### src/rtl/chicken_game_core_pkg.sv
// Shared types and helpers for the Chicken Cha-Cha-Cha game datapath:
// FSM state encoding, derived-width helpers and the player-count clamp.
package chicken_pkg;

    typedef enum logic [2:0] {
        IDLE,
        SETUP,
        WAIT,
        SCAN,
        RESOLVE,
        WIN
    } state_t;

    function automatic int pw_of(input int max_players);
        return (max_players < 2) ? 1 : $clog2(max_players);
    endfunction

    function automatic int aw_of(input int track_len);
        return (track_len < 2) ? 1 : $clog2(track_len);
    endfunction

    function automatic int tw_of(input int max_players);
        return $clog2(max_players + 1);
    endfunction

    function automatic int clamp_players(input int n, input int max_p);
        if (n < 2)
            return 2;
        if (n > max_p)
            return max_p;
        return n;
    endfunction

endpackage

### src/rtl/chicken_game_core_if.sv
// Guess/result handshake between the card front-end (master) and the game
// core (slave).
interface chicken_game_core_if #(
    parameter int IMG_W = 4
);
    logic             guess_valid;
    logic [IMG_W-1:0] guess_img;
    logic             guess_ready;
    logic             result_valid;
    logic             result_match;
    logic             result_steal;

    modport master (
        output guess_valid,
        output guess_img,
        input  guess_ready,
        input  result_valid,
        input  result_match,
        input  result_steal
    );

    modport slave (
        input  guess_valid,
        input  guess_img,
        output guess_ready,
        output result_valid,
        output result_match,
        output result_steal
    );

endinterface

### src/rtl/chicken_game_core_next_player_sel.sv
// Rotate-priority finder: first active player after i_turn, wrapping at i_np.
// Falls back to i_turn itself when no other player is active.
module next_player_sel #(
    parameter int N  = 4,
    parameter int PW = 2
) (
    input  logic [N-1:0]  i_active,
    input  logic [PW-1:0] i_turn,
    input  logic [PW:0]   i_np,
    output logic [PW-1:0] o_next
);

    int   w_cand;
    logic w_found;

    always_comb begin
        o_next  = i_turn;
        w_cand  = int'(i_turn);
        w_found = 1'b0;
        for (int k = 0; k < N; k++) begin
            w_cand = (w_cand + 1 >= int'(i_np)) ? 0 : w_cand + 1;
            for (int j = 0; j < N; j++) begin
                if (!w_found && (j == w_cand) && i_active[j]) begin
                    w_found = 1'b1;
                    o_next  = PW'(j);
                end
            end
        end
    end

endmodule

### src/rtl/chicken_game_core.sv
// Game datapath: tile track, player positions/tails, turn, and the multi-cycle
// guess evaluation (skip occupied tiles, move, steal tails, rotate, win).
module chicken_game_core
    import chicken_pkg::*;
#(
    parameter  int MAX_PLAYERS = 4,
    parameter  int TRACK_LEN   = 16,
    parameter  int IMG_W       = 4,
    localparam int PW          = pw_of(MAX_PLAYERS),
    localparam int AW          = aw_of(TRACK_LEN),
    localparam int TW          = tw_of(MAX_PLAYERS),
    localparam int NPW         = PW + 1
) (
    input  logic                  clk,
    input  logic                  rst,
    input  logic                  start,
    input  logic [NPW-1:0]        num_players,
    input  logic                  tile_wr_en,
    input  logic [AW-1:0]         tile_wr_addr,
    input  logic [IMG_W-1:0]      tile_wr_img,
    chicken_game_core_if.slave    bus,
    output logic [PW-1:0]         turn,
    output logic                  winner_valid,
    output logic [PW-1:0]         winner,
    input  logic [PW-1:0]         dbg_sel,
    output logic [AW-1:0]         dbg_pos,
    output logic [TW-1:0]         dbg_tails
);

    localparam logic [AW:0] TL      = TRACK_LEN[AW:0];
    localparam int          SPACING = TRACK_LEN / MAX_PLAYERS;

    state_t           r_state;
    logic [IMG_W-1:0] r_tile  [TRACK_LEN];
    logic [AW-1:0]    r_pos   [MAX_PLAYERS];
    logic [TW-1:0]    r_tails [MAX_PLAYERS];
    logic [PW-1:0]    r_turn;
    logic [NPW-1:0]   r_np;
    logic [NPW-1:0]   r_off;
    logic [IMG_W-1:0] r_guess;
    logic             r_guess_ready;
    logic             r_result_valid;
    logic             r_result_match;
    logic             r_result_steal;
    logic             r_winner_valid;
    logic [PW-1:0]    r_winner;

    logic [MAX_PLAYERS-1:0] w_active;
    logic [MAX_PLAYERS-1:0] w_steal_mask;
    logic [AW-1:0]          w_cur_pos;
    logic [AW-1:0]          w_target;
    logic [AW-1:0]          w_dist;
    logic                   w_occupied;
    logic                   w_match;
    logic [TW-1:0]          w_steal_sum;
    logic [TW-1:0]          w_new_tails;
    logic                   w_win;
    logic [PW-1:0]          w_next;
    logic [NPW-1:0]         w_np_clamped;

    function automatic logic [AW-1:0] add_mod(input logic [AW-1:0] a, input logic [AW-1:0] b);
        logic [AW:0] s;
        s = {1'b0, a} + {1'b0, b};
        if (s >= TL)
            s = s - TL;
        return s[AW-1:0];
    endfunction

    // Forward distance from b to a around the ring.
    function automatic logic [AW-1:0] sub_mod(input logic [AW-1:0] a, input logic [AW-1:0] b);
        logic [AW:0] s;
        s = {1'b0, a} + TL - {1'b0, b};
        if (s >= TL)
            s = s - TL;
        return s[AW-1:0];
    endfunction

    assign w_np_clamped = NPW'(clamp_players(int'(num_players), MAX_PLAYERS));

    always_comb begin
        w_active     = '0;
        w_steal_mask = '0;
        w_steal_sum  = '0;
        w_occupied   = 1'b0;
        w_dist       = '0;
        w_cur_pos    = r_pos[r_turn];
        w_target     = add_mod(w_cur_pos, AW'(r_off));
        for (int j = 0; j < MAX_PLAYERS; j++) begin
            w_active[j] = (j < int'(r_np)) && (r_tails[j] != '0);
        end
        // Skipped tiles lie strictly between the current position and the target.
        for (int j = 0; j < MAX_PLAYERS; j++) begin
            if (w_active[j] && (r_pos[j] == w_target))
                w_occupied = 1'b1;
            w_dist = sub_mod(r_pos[j], w_cur_pos);
            if (w_active[j] && (PW'(j) != r_turn) && (w_dist != '0) && (w_dist < AW'(r_off))) begin
                w_steal_mask[j] = 1'b1;
                w_steal_sum     = w_steal_sum + r_tails[j];
            end
        end
        w_match     = (r_tile[w_target] == r_guess);
        w_new_tails = r_tails[r_turn] + w_steal_sum;
        w_win       = (w_new_tails == TW'(r_np));
    end

    next_player_sel #(
        .N  (MAX_PLAYERS),
        .PW (PW)
    ) u_next_player_sel (
        .i_active (w_active),
        .i_turn   (r_turn),
        .i_np     (r_np),
        .o_next   (w_next)
    );

    always_ff @(posedge clk) begin
        if (rst) begin
            r_state        <= IDLE;
            r_turn         <= '0;
            r_np           <= '0;
            r_off          <= '0;
            r_guess        <= '0;
            r_guess_ready  <= 1'b0;
            r_result_valid <= 1'b0;
            r_result_match <= 1'b0;
            r_result_steal <= 1'b0;
            r_winner_valid <= 1'b0;
            r_winner       <= '0;
            for (int i = 0; i < TRACK_LEN; i++)
                r_tile[i] <= '0;
            for (int i = 0; i < MAX_PLAYERS; i++) begin
                r_pos[i]   <= '0;
                r_tails[i] <= '0;
            end
        end else begin
            r_result_valid <= 1'b0;
            case (r_state)
                IDLE: begin
                    if (tile_wr_en && (int'(tile_wr_addr) < TRACK_LEN))
                        r_tile[tile_wr_addr] <= tile_wr_img;
                    if (start) begin
                        r_np    <= w_np_clamped;
                        r_state <= SETUP;
                    end
                end
                SETUP: begin
                    for (int i = 0; i < MAX_PLAYERS; i++) begin
                        r_pos[i]   <= AW'(i * SPACING);
                        r_tails[i] <= (i < int'(r_np)) ? TW'(1) : TW'(0);
                    end
                    r_turn        <= '0;
                    r_guess_ready <= 1'b1;
                    r_state       <= WAIT;
                end
                WAIT: begin
                    if (bus.guess_valid && r_guess_ready) begin
                        r_guess       <= bus.guess_img;
                        r_off         <= NPW'(1);
                        r_guess_ready <= 1'b0;
                        r_state       <= SCAN;
                    end
                end
                SCAN: begin
                    if (w_occupied)
                        r_off <= r_off + NPW'(1);
                    else
                        r_state <= RESOLVE;
                end
                RESOLVE: begin
                    r_result_valid <= 1'b1;
                    r_result_match <= w_match;
                    r_result_steal <= w_match && (w_steal_sum != '0);
                    if (w_match) begin
                        for (int j = 0; j < MAX_PLAYERS; j++) begin
                            if (w_steal_mask[j])
                                r_tails[j] <= '0;
                        end
                        r_pos[r_turn]   <= w_target;
                        r_tails[r_turn] <= w_new_tails;
                        if (w_win) begin
                            r_winner_valid <= 1'b1;
                            r_winner       <= r_turn;
                            r_state        <= WIN;
                        end else begin
                            r_guess_ready <= 1'b1;
                            r_state       <= WAIT;
                        end
                    end else begin
                        r_turn        <= w_next;
                        r_guess_ready <= 1'b1;
                        r_state       <= WAIT;
                    end
                end
                WIN: begin
                    if (start) begin
                        r_np           <= w_np_clamped;
                        r_winner_valid <= 1'b0;
                        r_state        <= SETUP;
                    end
                end
                default: r_state <= IDLE;
            endcase
        end
    end

    always_comb begin
        dbg_pos   = '0;
        dbg_tails = '0;
        if (int'(dbg_sel) < MAX_PLAYERS) begin
            dbg_pos   = r_pos[dbg_sel];
            dbg_tails = r_tails[dbg_sel];
        end
    end

    assign bus.guess_ready  = r_guess_ready;
    assign bus.result_valid = r_result_valid;
    assign bus.result_match = r_result_match;
    assign bus.result_steal = r_result_steal;
    assign turn             = r_turn;
    assign winner_valid     = r_winner_valid;
    assign winner           = r_winner;

endmodule

### src/flat_wrapper.sv
// flat-port wrapper written by rule: the top's interface ports become plain ports
module chicken_game_core_flat import chicken_pkg::*;
#(
    parameter  int MAX_PLAYERS = 4,
    parameter  int TRACK_LEN   = 16,
    parameter  int IMG_W       = 4,
    localparam int PW          = pw_of(MAX_PLAYERS),
    localparam int AW          = aw_of(TRACK_LEN),
    localparam int TW          = tw_of(MAX_PLAYERS),
    localparam int NPW         = PW + 1
)
  (clk, rst, start, num_players, tile_wr_en, tile_wr_addr, tile_wr_img, turn, winner_valid, winner, dbg_sel, dbg_pos, dbg_tails, bus_guess_valid, bus_guess_img, bus_guess_ready, bus_result_valid, bus_result_match, bus_result_steal);
  chicken_game_core_if #(.IMG_W(IMG_W)) bus_i ();
  input  logic clk;
  input  logic rst;
  input  logic start;
  input  logic [NPW-1:0] num_players;
  input  logic tile_wr_en;
  input  logic [AW-1:0] tile_wr_addr;
  input  logic [IMG_W-1:0] tile_wr_img;
  output logic [PW-1:0] turn;
  output logic winner_valid;
  output logic [PW-1:0] winner;
  input  logic [PW-1:0] dbg_sel;
  output logic [AW-1:0] dbg_pos;
  output logic [TW-1:0] dbg_tails;
  input wire logic [$bits(bus_i.guess_valid)-1:0] bus_guess_valid;
  input wire logic [$bits(bus_i.guess_img)-1:0] bus_guess_img;
  output wire logic [$bits(bus_i.guess_ready)-1:0] bus_guess_ready;
  output wire logic [$bits(bus_i.result_valid)-1:0] bus_result_valid;
  output wire logic [$bits(bus_i.result_match)-1:0] bus_result_match;
  output wire logic [$bits(bus_i.result_steal)-1:0] bus_result_steal;
  assign bus_i.guess_valid = bus_guess_valid;
  assign bus_i.guess_img = bus_guess_img;
  assign bus_guess_ready = bus_i.guess_ready;
  assign bus_result_valid = bus_i.result_valid;
  assign bus_result_match = bus_i.result_match;
  assign bus_result_steal = bus_i.result_steal;
  chicken_game_core #(.MAX_PLAYERS(MAX_PLAYERS), .TRACK_LEN(TRACK_LEN), .IMG_W(IMG_W)) u_core (.clk(clk), .rst(rst), .start(start), .num_players(num_players), .tile_wr_en(tile_wr_en), .tile_wr_addr(tile_wr_addr), .tile_wr_img(tile_wr_img), .bus(bus_i), .turn(turn), .winner_valid(winner_valid), .winner(winner), .dbg_sel(dbg_sel), .dbg_pos(dbg_pos), .dbg_tails(dbg_tails));
endmodule
### config.mk
export PLATFORM = sky130hd
export DESIGN_NAME = chicken_game_core_flat
export DESIGN_NICKNAME = d
export VERILOG_FILES = /design/src/rtl/chicken_game_core_pkg.sv /design/src/rtl/chicken_game_core_if.sv /design/src/rtl/chicken_game_core_next_player_sel.sv /design/src/rtl/chicken_game_core.sv /design/src/flat_wrapper.sv
export SDC_FILE = /design/constraint.sdc
export NUM_CORES = 1
export LEC_CHECK = 0
export ABC_AREA = 1
export BUFFER_PORTS_ARGS = -buffer_cell sky130_fd_sc_hd__clkbuf_2
export CAP_MARGIN = 25
export CORE_ASPECT_RATIO = 1.75
export CORE_MARGIN = 4
export CORE_UTILIZATION = 61
export CTS_BUF_LIST = sky130_fd_sc_hd__clkbuf_8 sky130_fd_sc_hd__clkbuf_16
export CTS_CLUSTER_DIAMETER = 120
export DETAILED_ROUTE_END_ITERATION = 7
export GPL_ROUTABILITY_DRIVEN = 0
export GPL_TIMING_DRIVEN = 1
export HOLD_SLACK_MARGIN = 0.03
export PLACE_DENSITY = 0.81
export SLEW_MARGIN = 20
export SYNTH_ARGS = -nofsm -noshare
export SYNTH_HDL_FRONTEND = slang
export SYNTH_SLANG_ARGS = --single-unit
### constraint.sdc
create_clock -name clk -period 11.31 [get_ports clk]
set_input_delay 1.6965 -clock clk [delete_from_list [all_inputs] [get_ports clk]]
set_output_delay 1.6965 -clock clk [all_outputs]
set_load 0.02 [all_outputs]
======== Word level (Yosys, flattened, before mapping) ========
Memories as Yosys holds them, arrays and structs flattened. A register that Yosys moved wholly into a read port is not among the register bits.
Cells that the tools add are included.
storage, ports and cells
  logic and storage cells ................. 340
  input bits .............................. 22
  register bits after elaboration ......... 22
  memories ................................ 3
  bits in writable memories ............... 92
  output and inout bits ................... 16
operators by class
  magnitude comparators ................... 19
  bitwise gates (word level) .............. 12
  equal/unequal tests ..................... 36
  muxes and demuxes ....................... 138
  reductions and logical operators ........ 98
  add/sub/neg operators ................... 23
memories
  memory          words  width  rd ports  clocked after memory_dff  write ports  RTL line                 source
  u_core.r_tile   16     4      1         0                         16           chicken_game_core.sv:34  logic [IMG_W-1:0] r_tile [TRACK_LEN];
  u_core.r_pos    4      4      6         1                         4            chicken_game_core.sv:35  logic [AW-1:0] r_pos [MAX_PLAYERS];
  u_core.r_tails  4      3      6         1                         5            chicken_game_core.sv:36  logic [TW-1:0] r_tails [MAX_PLAYERS];
operators with widths
  cell                   count
  $eq 3x32->1 const A    8
  $eq 2x32->1 const A    4
  $ge 32x4->1            4
  $logic_not 32->1       4
  $mux 32                4
  $add 32x2->32 const B  3
  $mux 1                 72
  $mux 3                 22
  $logic_and 1x1->1      53
  $mux 4                 12
  $mux 2                 23
  $ge 5x5->1 const B     5
  $add 4x5->5 const B    4
  $eq 4x4->1             5
  $sub 4x1->4 const B    5
  $sub 5x4->5            4
  $reduce_bool 3->1      6
  $ne 17x17->1 const B   1
  $lt 4x3->1             4
  $reduce_bool 4->1      4
  $logic_not 1->1        15
  $pmux 3 s5             1
  $reduce_and 3->1       5
  $add 3x3->3            4
  27 further kinds       54

======== Longest topological paths before layout ========
Gate-level depths: netlist of run 1.
  depth in word-level cells ............... 70
  depth in mapped cells ................... 45
  gate-level depth less buffers ........... 45

======== Hierarchy ========
Synthesis of run 1 repeated with hierarchy kept, for this count alone.
second synthesis, totals
  cell total of the unflattened synthesis .. 1,109
  area total of the unflattened synthesis .. 8,291.7 µm²
by module, submodules not included
  module             instances  area each (µm²)  sequential area each (µm²)  cells each
  chicken_game_core  1          7,181.9          3,243.1                     908
  next_player_sel    1          1,109.8          0.0                         201

======== Least setup slack after synthesis of run 1 ========
Ideal clock, no wire load.
  path kind ............................... reg-to-reg
  start point ............................. reg (tool-made name)
  end point ............................... reg u_core.r_state[1]
  setup time .............................. 0.132 ns
  arrival ................................. 6.216 ns
  period minus slack after synthesis ...... 6.349 ns
  stages on the path, launching flop included .. 36
  path slack .............................. 4.961 ns
  buffers on the path ..................... 1
  data required time ...................... 11.178 ns
  cells stage by stage .................... dfxtp_1 > inv_1 > buf_2 > a21oi_1 > a32oi_1 > fa_1 > inv_1 > ha_1 > nand2_1 > nand2_1 > nand2_1 > nand2_1 > nor3_1 > nand3_1 > inv_1 > nand2_1 > inv_1 > ha_1 > fa_1 > o21ai_0 > fa_1 > nand2_1 > nand2_1 > fa_1 > nor2_1 > a31oi_1 > inv_1 > fa_1 > xnor2_1 > inv_1 > nand3_1 > nand3_1 > nand2_1 > nand3_2 > nand3b_1 > a21oi_1
RTL lines
  what                    RTL line                  source
  end signal: assignment  chicken_game_core.sv:118  r_state <= IDLE;
  end signal: assignment  chicken_game_core.sv:143  r_state <= SETUP;
  end signal: assignment  chicken_game_core.sv:153  r_state <= WAIT;
  end: declaration        chicken_game_core.sv:33   state_t r_state;

==> results of run 1 <==
[through the flow]
stage               hold slack, ns  area [um^2]  utilization (%)  std cells  power, mW
finish                      0.4757         9032            69.45       1297      2.431
global route                0.4826         9032            69.45       1297      2.644
CTS                         0.4683         9032            69.45       1297      2.421
detailed placement          0.4653         8453            64.99       1266      1.884
global placement            0.4554         8453            64.99       1266      1.844
floorplan                   0.4446         8155                -       1081      1.577
[cells by family after synthesis]
kind of cell               share of synthesized area, %
AOI/OAI and AO/OA                                 10.29
xor gates and xnor gates                          2.255
adders and majority gates                         10.19
buffers and inverters                             8.423
DFF                                               39.77
muxes                                            0.2455
and+or+nand+nor                                   28.83
[cells in the mapped netlist, drive strengths merged]
cell type	count	share of area [%]
nand2	264	13
buf	14	0.97
xor2	13	1.4
o22ai	7	0.54
mux2i	2	0.25
a32o	2	0.25
o21a	2	0.18
clkbuf	12	0.55
o211ai	1	0.092
nand3	57	3.7
clkinv	1	0.061
a211oi	1	0.092
xnor2	8	0.86
a21oi	66	4.1
inv	148	6.8
o21ai	59	3.7
a31oi	2	0.15
nand3b	9	0.83
ha	52	8.0
nor3b	1	0.092
o21bai	1	0.14
nand2b	1	0.077
fa	9	2.2
or2	3	0.23
dfxtp	24	5.9
edfxtp	92	34
a32oi	8	0.86
nor2	184	8.8
a21boi	1	0.092
a22oi	2	0.18
nor3	15	0.92
nand4	20	1.6
[sequential cells by signal, summed over array words and instances, names as in the netlist, named ones only]
signal	flops
u_core.turn	2
u_core.r_tails	12
u_core.r_np	3
u_core.bus.guess_ready	1
u_core.r_tile	64
u_core.winner	2
u_core.r_guess	4
u_core.winner_valid	1
u_core.bus.result_match	1
u_core.r_state	3
u_core.r_pos	16
u_core.r_off	3
u_core.bus.result_valid	1
u_core.bus.result_steal	1
[layer usage]
layer	GRT usage [%]	share of wire [%]	vias up	wire (um)
met5	0	0	-	0
li1	-	-	3628	-
met2	55.44	52	316	11860
met1	29.36	33	3429	7497
met3	5.201	4.9	149	1114
met4	26.23	9.5	0	2144
[critical path: cells and delay by family (launching register included)]
family	cells	cell delay, ns
simple gates	13	1.59
flops	1	0.56
fa+ha+maj	8	2.95
compound gates	7	1.45
buf+inv	6	0.69
[power groups by stage]
| stage | clock [mW] | combinational (mW) | sequential [mW] |
|---|---|---|---|
| detailed placement | 0 | 1.32 | 0.569 |
| floorplan | 0 | 1.03 | 0.549 |
| finish | 0.533 | 1.33 | 0.564 |
| global placement | 0 | 1.28 | 0.569 |
| global route | 0.554 | 1.52 | 0.566 |
| CTS | 0.534 | 1.33 | 0.560 |
[final cells by class]
| cell class | instances | area [um^2] |
|---|---|---|
| clock buffer | 17 | 425.4 |
| multi-input combinational | 790 | 4225 |
| timing repair buffer | 40 | 207.7 |
| inverter | 149 | 563.0 |
| clock inverter | 14 | 153.9 |
| tap | 171 | 214.0 |
| sequential | 116 | 3243 |
| fill | 1066 | 3974 |
[worst min path at each step]
| stage | endpoint | slack, ns | depth (start not counted) |
|---|---|---|---|
| detailed placement | u_core.winner[1]$_SDFFE_PP0P_ | 0.47 | 2 |
| CTS | u_core.winner[1]$_SDFFE_PP0P_ | 0.47 | 2 |
| global placement | u_core.winner[1]$_SDFFE_PP0P_ | 0.46 | 2 |
| floorplan | u_core.r_guess[0]$_SDFFE_PP0P_ | 0.44 | 2 |
| finish | u_core.winner[1]$_SDFFE_PP0P_ | 0.48 | 2 |
| global route | u_core.winner_valid$_SDFFE_PP0P_ | 0.48 | 2 |
==> results.md, run 1 <==
- Status: finished, violations left
- Failing checks: design-rule violations
- Worst slack at placement: 4.124 ns
- Cts repair resizes: 0
- Post-Syn Area: 8155 um^2
- Clock group share of total power: 21.9%
- Final slew viol count: 0
- Clock skew: approximately 0.01 ns
- Least-Margin Pin Slew: 0.8415 ns
- Min Tclk post-route: 7.375 ns
- Total wire length: around 23000 um
- Initial Utilization: between 60% and 70%
- Crit path DAT: between 7 and 8 ns
- Rel. slew slack: 43.84%
- Grt total ovfl: 0
- Crit path top cell by count: nand2_1
- Cts hold-fix bufs: 0
- Postcts setup bufs: 0
- Antenna violations before repair: 0
- Boundary pin count: 38
- CTS tree: yes
- Layout area overhead: 10.75%
- Max cap viols: 0
- CORE AREA: around 13000 um^2
- All-Layer GR Usage: 30.99%
- Total CTS buffers: 17
- Crit-path max FO: 17
- WL/cell: 17.43 um
- RSZ-0062 raised after global routing: false
- Iter 0 DRT Violations: just under 500
- Fraction of layout cells with a size suffix above 1: 9.591%
- # clock sinks: 116
- Die H: 161.0 um
- Pwr Density: 269.2 nW/um^2
- Worst EP required: 11.60 ns
- Clk slew on worst S/H paths: 0.06 ns
- Sum of negative setup slack: 0 ns
- Via count: 7522
- Post-synthesis sequential area ratio: 39.77%
- Post-DR vias/cell: 5.800
- P_sw: 1.151 mW
- Mapped Cells: 1081
- Most common cell after layout, fill and taps aside: nand2_1
- Worst setup margin: between 3 and 4 ns
- CP endpoint: u_core.winner[0]$_SDFFE_PP0P_
- Number of cells on the worst reg-to-reg path: 34
- Syn_nets: 1164
- Deepest clock path buffer count: 2
- Int Pwr: approximately 1.3 mW
- Peak supply drop: 154.7 uV
- Cell variety after synth: 45
- ANT nets after route: 0
- H-Tree Level Count: 4
- FMAX: 135.6 MHz
- Min-delay worst type: register to register
- CP max-delay cell: dfxtp_1
- Mean Syn Cell Area: roughly 7.5 um^2
- Critical Path Start Type: register
- Leakage: 4.214 nW
- Die area: 15360 um^2
- Seq cells post-synth: 116
- Final-report hold violation count: 0
- DRT Pass-1 Iters: 8
- Min-delay src: u_core.winner[1]$_SDFFE_PP0P_
- Die width: 95.41 um
- Switching Share: 47.35%
- Clk Tree Root Cell: clkbuf_16
- Largest net degree at the start of global routing: 39
- Endpoints failing setup: 0
- Critical path type: register to register
- DP HPWL: 17080 um
- Commonest cells after routing, fill and taps aside: nand2_1, nor2_1, inv_1
- Part of the power in combinational logic: 54.9%
- Std cell rows: 55
- DRC viols: 1
- CP endpoint kind: register
- N_diodes: 0
- Final period util: 65.21%
- Reg2reg end: u_core.winner[0]$_SDFFE_PP0P_
- Seq pwr share: 23.2%
- Global-route wire length before repair: ~36000 um
- Clock latency on the worst-skew pair: 0.42 ns
- YS warnings: 0
- Reg2reg setup slack: 3.93 ns
- Final Net Count: 1197
- Max incr delay on CP: 0.56 ns
- Vias in the first global route: around 7500
- I/O Buffers: 37
Note: power is estimated with default switching activity, not from simulation.
==> inputs of run 2 (changes only) <==
Settings changed: ABC_AREA 1 to 0, CORE_UTILIZATION 61 to 57, PLACE_DENSITY 0.81 to 0.8.
Clock period 11.31 ns to 6.39 ns, I/O delays scaled along.
==> run 2 against run 1 <==
Count of clock-buffer cells in the layout up 3. Routed wire length rose by 4.8%. Critical path depth is 12 lower. Critical endpoint unchanged. Register-to-register slack got worse by 4.0 ns. Global-route usage decreased by 2.1 points. Clock skew fell by 0.0031 ns. Fmax grew 14%. The flow finishes with violations (negative setup slack). Worst hold slack got worse by 0.0074 ns. Clock power increased by 80%. Cell area up 8.8%.
==> results.md, run 2 <==
- Status: finished, violations left (unchanged)
- Failing checks: negative setup slack (was design-rule violations)
- Rel. slew slack: 31.86% (was 43.84%)
- Boundary pin count: 38 (unchanged)
- Placed cell area: 9015 um^2 (was 8453 um^2)
- ANT nets after route: 0 (unchanged)
- Largest net degree at the start of global routing: 30 (was 39)
- Filler instances: 948 (was 1066)
- Final-report hold violation count: 0 (unchanged)
- Most frequent cells after synthesis: edfxtp_1, nand2_1, and2_1 (was nand2_1, nor2_1, inv_1)
- Post-synth ARST share: 0% (unchanged)
- Post-synthesis sequential area ratio: 39.31% (was 39.77%)
- Max layer used: met4 (unchanged)
- DRT Pass-1 Iters: 5 (was 8)
- Commonest cells after routing, fill and taps aside: edfxtp_1, nand2_1, buf_4 (was nand2_1, nor2_1, inv_1)
- CTS tree: yes (unchanged)
- Post-DR vias/cell: 6.504 (was 5.800)
- Min-delay worst type: register to register (unchanged)
- Most numerous cell in the Yosys netlist: edfxtp_1 (was nand2_1)
- Leakage: 4.054 nW (was 4.214 nW)
- CP endpoint kind: register (unchanged)
- # clock sinks: 116 (unchanged)
- Post-Syn Area: 8250 um^2 (was 8155 um^2)
- DRC viols: 0 (was 1)
- Critical path type: register to register (unchanged)
- Peak supply drop: 282.5 uV (was 154.7 uV)
- Via count: 6920 (was 7522)
- Worst setup margin: -0.1051 ns (was 3.935 ns)
- Met2 WL: 13000 um (was 11860 um)
- Endpoints failing setup: 4 (was 0)
- H-Tree Level Count: 4 (unchanged)
- Largest registers: u_core.r_tile: 64 flops, u_core.r_pos: 16 flops, u_core.r_tails: 12 flops (unchanged)
- Max cap viols: 0 (unchanged)
- Total CTS buffers: 17 (unchanged)
- Total wire length: 23700 um (was 22610 um)
- Grt total ovfl: 0 (unchanged)
- Deepest clock path buffer count: 2 (unchanged)
- Cell variety after synth: 76 (was 45)
- DP HPWL: 17790 um (was 17080 um)
- Global-route wire length before repair: 37210 um (was 36160 um)
- Design Area, Final: 9828 um^2 (was 9032 um^2)
- Vias in the first global route: 7410 (was 7458)
- Worst EP required: 6.65 ns (was 11.60 ns)
- Min Tclk post-route: 6.495 ns (was 7.375 ns)
- Clk Tree Root Cell: clkbuf_16 (unchanged)
- Clk slew on worst S/H paths: 0.05 ns (was 0.06 ns)
- YS warnings: 0 (unchanged)
- Ys flop type: edfxtp_1 (unchanged)
- Clock skew: 0.006885 ns (was 0.009997 ns)
- Largest register FFs: 64 (unchanged)
- FMAX: 154.0 MHz (was 135.6 MHz)
- Hold_ws: 0.4683 ns (was 0.4757 ns)
- Mean Syn Cell Area: 10.62 um^2 (was 7.544 um^2)
- Final period util: 101.6% (was 65.21%)
- Crit path DAT: 6.76 ns (was 7.67 ns)
- EDFF count, synth: 92 (unchanged)
- Fin cells: 1064 (was 1297)
- Mapped Cells: 777 (was 1081)
- Most common cell after layout, fill and taps aside: edfxtp_1 (was nand2_1)
- Iter 0 DRT Violations: 658 (was 488)
- Synth top area share: 33.48% (was 33.88%)
- DP Cell Count: 1024 (was 1266)
- M1 wire length: 7315 um (was 7497 um)
- WL met3: 1465 um (was 1114 um)
- I/O Buffers: 37 (unchanged)
- Initial Utilization: 58.72% (was 62.70%)
- Final slew viol count: 0 (unchanged)
- Std cell rows: 57 (was 55)
- Die H: 167.2 um (was 161.0 um)
- Seq cells post-synth: 116 (unchanged)
- Pwr Density: 406.3 nW/um^2 (was 269.2 nW/um^2)
- Yosys top cell by area: edfxtp_1 (unchanged)
- Syn_nets: 860 (was 1164)
- All-Layer GR Usage: 28.91% (was 30.99%)
- Die area: 16540 um^2 (was 15360 um^2)
- Critical Path Start Type: register (unchanged)
- RSZ-0062 raised after global routing: true (was false)
- Crit-path max FO: 4 (was 17)
- Area contributors post-synth: edfxtp_1, ha_1, mux4_2, dfxtp_1, and2_1 (was edfxtp_1, nand2_1, nor2_1, ha_1, inv_1)
- N_diodes: 0 (unchanged)
- Fraction of layout cells with a size suffix above 1: 25.70% (was 9.591%)
- Clock latency on the worst-skew pair: 0.41 ns (was 0.42 ns)
- Antenna violations before repair: 0 (unchanged)
- Top reg by flops: u_core.r_tile (unchanged)
- Final Net Count: 957 (was 1197)
- WL/cell: 22.27 um (was 17.43 um)
- CORE AREA: 14050 um^2 (was 13010 um^2)
- Layout area overhead: 19.12% (was 10.75%)
- Least-Margin Pin Slew: 1.013 ns (was 0.8415 ns)
- Die width: 98.95 um (was 95.41 um)
## run 2: cell type report
cell class	count	area, um^2	share of cell area, %
flip-flops and latches	116	3246	33.02
well taps	177	221.5	2.253
clock inverters	12	137.6	1.400
repair buffers	110	737.0	7.498
multi-input cells	585	4855	49.40
clock buffers	20	466.7	4.749
inverters	44	165.2	1.680
## run 2: what timing repair did
action | in CTS | in global routing
endpoints found under the setup margin | 15 | 16
hold buffers | 0 | 0
hold endpoints to repair | 0 | 0
gates resized for setup | 24 | 19
pin swaps | 15 | 7
buffers inserted | 2 | 6
cloned | 0 | 0
## run 2: worst max-delay path: stages, from the launching register on
cell	delay [ns]
edfxtp_1	0.39
mux4_2	0.54
ha_4	0.19
fa_1	0.50
inv_1	0.05
ha_1	0.26
a21boi_1	0.13
o21ai_1	0.15
nand3b_1	0.18
nor3b_2	0.27
ha_2	0.21
fa_1	0.42
mux2i_2	0.21
fa_1	0.46
mux2_4	0.29
fa_2	0.54
mux2i_2	0.09
fa_2	0.34
xor2_1	0.17
xnor3_2	0.39
xnor2_4	0.21
o31ai_2	0.24
a21oi_1	0.11
## run 2: where the power goes
group          internal (mW)  total, mW  switching (mW)
Sequential             0.909      0.997          0.0884
Combinational          0.911       2.04            1.13
Clock                  0.636      0.958           0.321
Total                   2.46       3.99            1.54
## run 2: logic make-up after synthesis
family	after synthesis	share of synthesized area, %
xor gates and xnor gates	43	5.884
and+or+nand+nor	292	18.35
buffers and inverters	76	3.897
muxes	47	10.74
DFF	116	39.31
adders and majority gates	61	10.07
AOI/OAI and AO/OA	142	11.75
## run 2: per-layer routing
layer  global-route usage (%)  vias to the layer above
met3                    4.621                      138
met4                    22.35                        0
met5                        0                        -
met2                    53.04                      397
met1                    27.90                     3317
li1                         -                     3068
## run 2: worst paths after layout
path                                          end                            startpoint  cells past startpoint  slack (ns)
min reg2reg  u_core.bus.result_match$_SDFFE_PP0P_  u_core.bus.result_match$_SDFFE_PP0P_                      2        0.47
max reg2reg         u_core.winner[0]$_SDFFE_PP0P_      u_core.r_pos[3][0]$_SDFFCE_PN0P_                     22       -0.11
min          u_core.bus.result_match$_SDFFE_PP0P_  u_core.bus.result_match$_SDFFE_PP0P_                      2        0.47
max                 u_core.winner[0]$_SDFFE_PP0P_      u_core.r_pos[3][0]$_SDFFCE_PN0P_                     22       -0.11
## run 2: stage by stage
step / util [%] / TNS [ns] / worst slack (ns) / power (mW)
after floorplan: - / 0 / 0.008810 / 2.186
after global placement: 64.16 / -0.1347 / -0.05070 / 2.738
after detailed placement: 64.16 / -2.231 / -0.2788 / 2.839
after CTS: 69.14 / -0.8277 / -0.1872 / 3.862
after global routing: 69.95 / -2.878 / -0.2877 / 4.207
final: 69.95 / -0.2934 / -0.1051 / 3.993
